## config.mk

```make
export PLATFORM = sky130hd
export DESIGN_NAME = mul_div_unit
export DESIGN_NICKNAME = d
export VERILOG_FILES = /design/src/rtl/mul_div_unit.sv
export SDC_FILE = /design/constraint.sdc
export NUM_CORES = 1
export LEC_CHECK = 0
export ABC_CLOCK_PERIOD_IN_PS = 6700
export CORE_UTILIZATION = 64
export DETAILED_ROUTE_END_ITERATION = 7
export PLACE_DENSITY = 0.93
export SETUP_SLACK_MARGIN = 0.2
export SLEW_MARGIN = 20
export SYNTH_ARGS = -nofsm -noshare
export SYNTH_HDL_FRONTEND = slang
export SYNTH_SLANG_ARGS = --single-unit
```

## constraint.sdc

```tcl
create_clock -name iClk -period 6.7 [get_ports iClk]
set_clock_uncertainty 0.15 [all_clocks]
set_input_delay 1.005 -clock iClk [delete_from_list [all_inputs] [get_ports iClk]]
set_output_delay 1.005 -clock iClk [all_outputs]
set_load 0.1 [all_outputs]
```

## src/rtl/mul_div_unit.sv

```systemverilog
// Iterative 32x32 multiply / restoring divide unit producing a 64-bit HI/LO result.
// Latency: 34 cycles from accept to oDone for MUL/DIV; 1 cycle for divide-by-zero.
// Backpressure: oBusy high while working; iStart ignored until the unit returns to IDLE.

`ifndef ALU_OP_WIDTH
`define ALU_OP_WIDTH 5
`endif
`ifndef ALU_INT_ADD
`define ALU_INT_ADD 5'd0
`endif
`ifndef ALU_INT_MUL
`define ALU_INT_MUL 5'd10
`endif
`ifndef ALU_INT_DIV
`define ALU_INT_DIV 5'd11
`endif

module mul_div_unit #(
    parameter int DATA_WIDTH = 32,
    parameter int OP_WIDTH   = `ALU_OP_WIDTH
) (
    input  logic                  iClk,
    input  logic                  iReset_n,
    input  logic                  iStart,
    input  logic [OP_WIDTH-1:0]   iALUOperation,
    input  logic                  iSign,
    input  logic [DATA_WIDTH-1:0] iOperandA,
    input  logic [DATA_WIDTH-1:0] iOperandB,
    input  logic                  iFlush,
    output logic                  oBusy,
    output logic                  oDone,
    output logic [DATA_WIDTH-1:0] oHi,
    output logic [DATA_WIDTH-1:0] oLo,
    output logic                  oDivByZero
);

    localparam int CW = $clog2(DATA_WIDTH);
    localparam logic [CW-1:0] LAST_ITER = CW'(DATA_WIDTH - 1);

    typedef enum logic [1:0] {
        IDLE  = 2'd0,
        CALC  = 2'd1,
        FIXUP = 2'd2,
        DONE  = 2'd3
    } state_t;

    state_t state, state_nxt;

    // Latched operation context
    logic                    op_div;
    logic                    res_neg;   // MSB(A) ^ MSB(B) for signed ops
    logic                    rem_neg;   // remainder follows the dividend sign
    logic [DATA_WIDTH-1:0]   opnd;      // multiplicand magnitude or divisor magnitude
    logic [2*DATA_WIDTH-1:0] acc;       // {hi, lo}: product or {remainder, quotient}
    logic [CW-1:0]           cnt;

    // Operand classification at the accept point
    logic is_mul, is_div, accept, div_zero;
    logic [DATA_WIDTH-1:0] mag_a, mag_b;

    assign is_mul   = (iALUOperation == `ALU_INT_MUL);
    assign is_div   = (iALUOperation == `ALU_INT_DIV);
    assign accept   = (state == IDLE) && iStart && !iFlush && (is_mul || is_div);
    assign div_zero = is_div && (iOperandB == '0);
    assign mag_a    = (iSign && iOperandA[DATA_WIDTH-1]) ? (~iOperandA + 1'b1) : iOperandA;
    assign mag_b    = (iSign && iOperandB[DATA_WIDTH-1]) ? (~iOperandB + 1'b1) : iOperandB;

    // One iteration of each algorithm, selected by op_div
    logic [DATA_WIDTH:0]     mul_sum;
    logic [2*DATA_WIDTH-1:0] mul_next;
    logic [DATA_WIDTH:0]     div_sh;
    logic [DATA_WIDTH+1:0]   div_diff;
    logic [2*DATA_WIDTH-1:0] div_next;

    // Shift-add step: conditionally add the multiplicand into the high half, then shift right
    always_comb begin
        mul_sum  = {1'b0, acc[2*DATA_WIDTH-1:DATA_WIDTH]}
                 + (acc[0] ? {1'b0, opnd} : '0);
        mul_next = {mul_sum, acc[DATA_WIDTH-1:1]};
    end

    // Restoring step: shift next dividend bit into the remainder and trial-subtract
    always_comb begin
        div_sh   = {acc[2*DATA_WIDTH-1:DATA_WIDTH], acc[DATA_WIDTH-1]};
        div_diff = {1'b0, div_sh} - {2'b00, opnd};
        if (div_diff[DATA_WIDTH+1])
            div_next = {div_sh[DATA_WIDTH-1:0], acc[DATA_WIDTH-2:0], 1'b0};
        else
            div_next = {div_diff[DATA_WIDTH-1:0], acc[DATA_WIDTH-2:0], 1'b1};
    end

    // Final sign correction applied in FIXUP
    logic [2*DATA_WIDTH-1:0] prod_fix;
    logic [DATA_WIDTH-1:0]   quot_fix, rem_fix;

    // Negate product, quotient and remainder according to latched sign flags
    always_comb begin
        prod_fix = res_neg ? (~acc + 1'b1) : acc;
        quot_fix = res_neg ? (~acc[DATA_WIDTH-1:0] + 1'b1) : acc[DATA_WIDTH-1:0];
        rem_fix  = rem_neg ? (~acc[2*DATA_WIDTH-1:DATA_WIDTH] + 1'b1)
                           : acc[2*DATA_WIDTH-1:DATA_WIDTH];
    end

    // State register
    always_ff @(posedge iClk or negedge iReset_n) begin
        if (!iReset_n) state <= IDLE;
        else           state <= state_nxt;
    end

    // Next-state logic; flush aborts only work that has not yet committed
    always_comb begin
        state_nxt = state;
        case (state)
            IDLE:  if (accept) state_nxt = div_zero ? DONE : CALC;
            CALC:  if (iFlush) state_nxt = IDLE;
                   else if (cnt == LAST_ITER) state_nxt = FIXUP;
            FIXUP: state_nxt = iFlush ? IDLE : DONE;
            DONE:  state_nxt = IDLE;
            default: state_nxt = IDLE;
        endcase
    end

    assign oBusy = (state != IDLE);
    assign oDone = (state == DONE);

    // Datapath: latch on accept, iterate in CALC, commit on the edge entering DONE
    always_ff @(posedge iClk or negedge iReset_n) begin
        if (!iReset_n) begin
            op_div     <= 1'b0;
            res_neg    <= 1'b0;
            rem_neg    <= 1'b0;
            opnd       <= '0;
            acc        <= '0;
            cnt        <= '0;
            oHi        <= '0;
            oLo        <= '0;
            oDivByZero <= 1'b0;
        end else begin
            case (state)
                IDLE: begin
                    if (accept) begin
                        op_div  <= is_div;
                        res_neg <= iSign && (iOperandA[DATA_WIDTH-1] ^ iOperandB[DATA_WIDTH-1]);
                        rem_neg <= iSign && iOperandA[DATA_WIDTH-1];
                        cnt     <= '0;
                        if (is_mul) begin
                            opnd <= mag_a;
                            acc  <= {{DATA_WIDTH{1'b0}}, mag_b};
                        end else begin
                            opnd <= mag_b;
                            acc  <= {{DATA_WIDTH{1'b0}}, mag_a};
                        end
                        if (div_zero) begin
                            oLo        <= '1;
                            oHi        <= iOperandA;
                            oDivByZero <= 1'b1;
                        end
                    end
                end
                CALC: begin
                    acc <= op_div ? div_next : mul_next;
                    cnt <= cnt + 1'b1;
                end
                FIXUP: begin
                    if (!iFlush) begin
                        oDivByZero <= 1'b0;
                        if (op_div) begin
                            oLo <= quot_fix;
                            oHi <= rem_fix;
                        end else begin
                            oLo <= prod_fix[DATA_WIDTH-1:0];
                            oHi <= prod_fix[2*DATA_WIDTH-1:DATA_WIDTH];
                        end
                    end
                end
                default: ;
            endcase
        end
    end

endmodule

```

==> run metrics <==
total leakage power=slightly above 7 nW; setup tns final=0 ps; total number of vias=roughly 16000; Post-Synth Simple-Gate Area=19.0%; Worst-Margin Slew=1120 ps; largest net degree at the start of global routing=105; die footprint=23800 sq um; Placer Congestion=about 1; Worst VDD drop=0.366 mV; CTS Buffer Depth=2; initial antenna violation count=3; CP arrival=5120 ps; HPWL Detailed=around 37 mm; storage element area=4280 sq um; Post-route DRC=0; Final ANT Viol Nets=0; initial core utilization=65.5%; Yosys reg bits=171; max_cap viols=0; P&R area growth vs syn=14.2%; Synth cell types=79; Fillers=1673; Hold Fails Final Rpt=0; vias per cell=6.95; number of flops mapped to enable cells by yosys=0; async set-reset flop share out of synthesis=100%; top cells by count, synth=nor2_1, nand2_1, dfrtp_1; Overflow after GRT=0; Yosys top cell by area=dfrtp_1; vias in the first global route=about 15000; fin crit share=73.3%; outcome=complete, no violations; row cnt=55; Pre-Repair DR Iteration Count=6; clk sinks=171; CTS root buf=clkbuf_16; Top FF cell, synth=dfrtp_1; largest family of logic cells by synthesized area=compound AO/OA/AOI/OAI gates; die width=154 microns; Slew HR=25.3%; TritonCTS clock tree=yes; Worst Path Required=6910 ps; Cell Pwr Density=567 nW/um^2; Final nets=between 2000 and 2500; Net Count, Synth=2060; hold_buf cts=0; Synth Area per Inst=7.77 sq um; XOR/XNOR Fraction of Synth Area=between 10% and 20%; crit-path max FO=65; CTS buffer count=17; layout cells sized above 1=4.25%; worst min path class=reg2reg; first-pass GRT wire length=79.5 mm; final core occ=74.8%; multi-input combinational cell area=9890 sq um; Ys Warns=0; post-CTS setup buffer count=0; most common cell in the netlist=nor2_1; share of the yosys chip area belonging to registers=between 20% and 30%; cell count after synthesis=1914; GRT Overall Usage=between 40% and 50%; CTS H-tree depth=4; # IOs=approximately 140; Core Area=22700 sq um; Synth Area in Adders=between 6 and 7%; number of port buffers=140; final wirelength=between 50 and 60 mm; RSZ-0062 raised after global routing=false; per-cell routed wire length=~23 microns; clk_lat worst skew=about 450 ps; Clk pin slew, worst setup/hold paths=70 ps; Startpoint Class=input port; Final Max Tran Viols=0; post-synthesis mux area share=about 4.0%; final setup vio count=0; Fmax achieved=0.204 GHz; fin crit period=4910 ps; Starting DRT DRC Count=2005; share of the synthesized area in the top cell type=approximately 29%; critical path type=in2reg; Synth Area in Compound Gates=between 20% and 30%; top cells by area, synth=dfrtp_1, ha_1, a21oi_1; Netlist Area Pre-Place=14900 sq um; cts repair resizes=0; crit end category=register; die height=154 microns
stage by stage:
stage          cells  setup WS, ps  hold slack (ps)  area (sq um)  total power, mW
6_report        2263          1790              334         17000             9.62
5_1_grt         2262          1490              364         17000             10.2
4_1_cts         2262          1870              341         17000             9.46
3_5_place_dp    2230          1450              325         16300             8.33
3_3_place_gp    2229          1640              314         16300             8.17
2_1_floorplan   1914          3010              300         14900             6.73
worst max-delay path: stages:
cell             delay, ps
clkdlybuf4s50_1        490
nor4_2                 520
nand3_1                220
or3_1                  460
nor3_1                 350
nor3b_2                300
nand3_1                290
o21ai_4                850
buf_12                 340
nor2_1                  70
a31oi_1                170
cell usage in the layout (no fill, tap or decap), types with 5 or more instances in the layout:
cell,n
and2_1,7
clkdlybuf4s50_1,139
nand3_1,40
ha_1,70
xor2_1,94
or4_1,11
nor2_1,212
xnor2_1,77
o21ai_1,12
nand2_1,180
mux2i_1,52
dfrtp_1,170
o31ai_1,21
nand2b_1,25
a211oi_1,48
a22oi_1,12
nor3_1,39
or2_2,5
nor4_1,14
nand4_1,10
a211o_1,5
o211ai_1,51
mux2_2,7
clkbuf_16,17
buf_4,13
or4_4,5
o21a_1,8
o21bai_1,12
or3_1,10
a21oi_1,166
o41ai_1,11
nor2b_1,12
and3_1,11
a21o_1,26
inv_1,70
o221ai_1,8
a31oi_1,68
o21ai_0,146
logic make-up (layout without fill, tap and decap cells):
family / count (synthesis) / count (layout)
buf+inv: 194 / 257
other cells: 0 / 1
mux: 59 / 59
simple gates: 609 / 609
fa+ha+maj: 72 / 72
flops: 171 / 171
xor+xnor: 172 / 172
compound gates: 637 / 637
layout make-up:
| type | instances | area share [%] |
|---|---|---|
| antenna | 1 | 0.0147 |
| clock buffer | 21 | 2.77 |
| sequential | 171 | 25.2 |
| multi-input combinational | 1549 | 58.2 |
| tap | 285 | 2.10 |
| clock inverter | 11 | 1.07 |
| timing repair buffer | 155 | 9.07 |
| inverter | 70 | 1.55 |
worst paths after layout:
path | from | end | slack [ps] | cells after the start
max in group asynchronous | iReset_n | opnd[1] | 4410 | 2
max | iOperandB[3] | oLo[26] | 1790 | 11
min reg2reg | oHi[6] | oHi[6] | 330 | 2
min | oHi[6] | oHi[6] | 330 | 2
max reg2reg | acc[55] | acc[46] | 2670 | 11
min in group asynchronous | iReset_n | oHi[6] | 490 | 1
report_power, final:
group | total (mW) | switching, mW | internal (mW)
clock | 1.12 | 0.463 | 0.661
combinational | 6.36 | 4.21 | 2.15
sequential | 2.14 | 0.657 | 1.48
total | 9.62 | 5.33 | 4.29
state kept, by name, summed over array words and instances (netlist names):
name / cells
op_div: 1
oLo: 32
cnt: 5
rem_neg: 1
res_neg: 1
acc: 64
state: 2
oHi: 32
oDivByZero: 1
opnd: 32
metal layers:
| layer | global-route usage [%] | part of all wire [%] | vias to the layer above | routed length [microns] |
|---|---|---|---|---|
| met1 | 54.7 | 38 | 7415 | 19400 |
| met4 | 20.6 | 5.2 | 4 | 2660 |
| li1 | - | - | 7027 | - |
| met3 | 8.94 | 12 | 225 | 5950 |
| met2 | 68.5 | 45 | 1063 | 23100 |
| met5 | 0 | 0.049 | - | 25 |
Power figures use the tool's default switching activity.
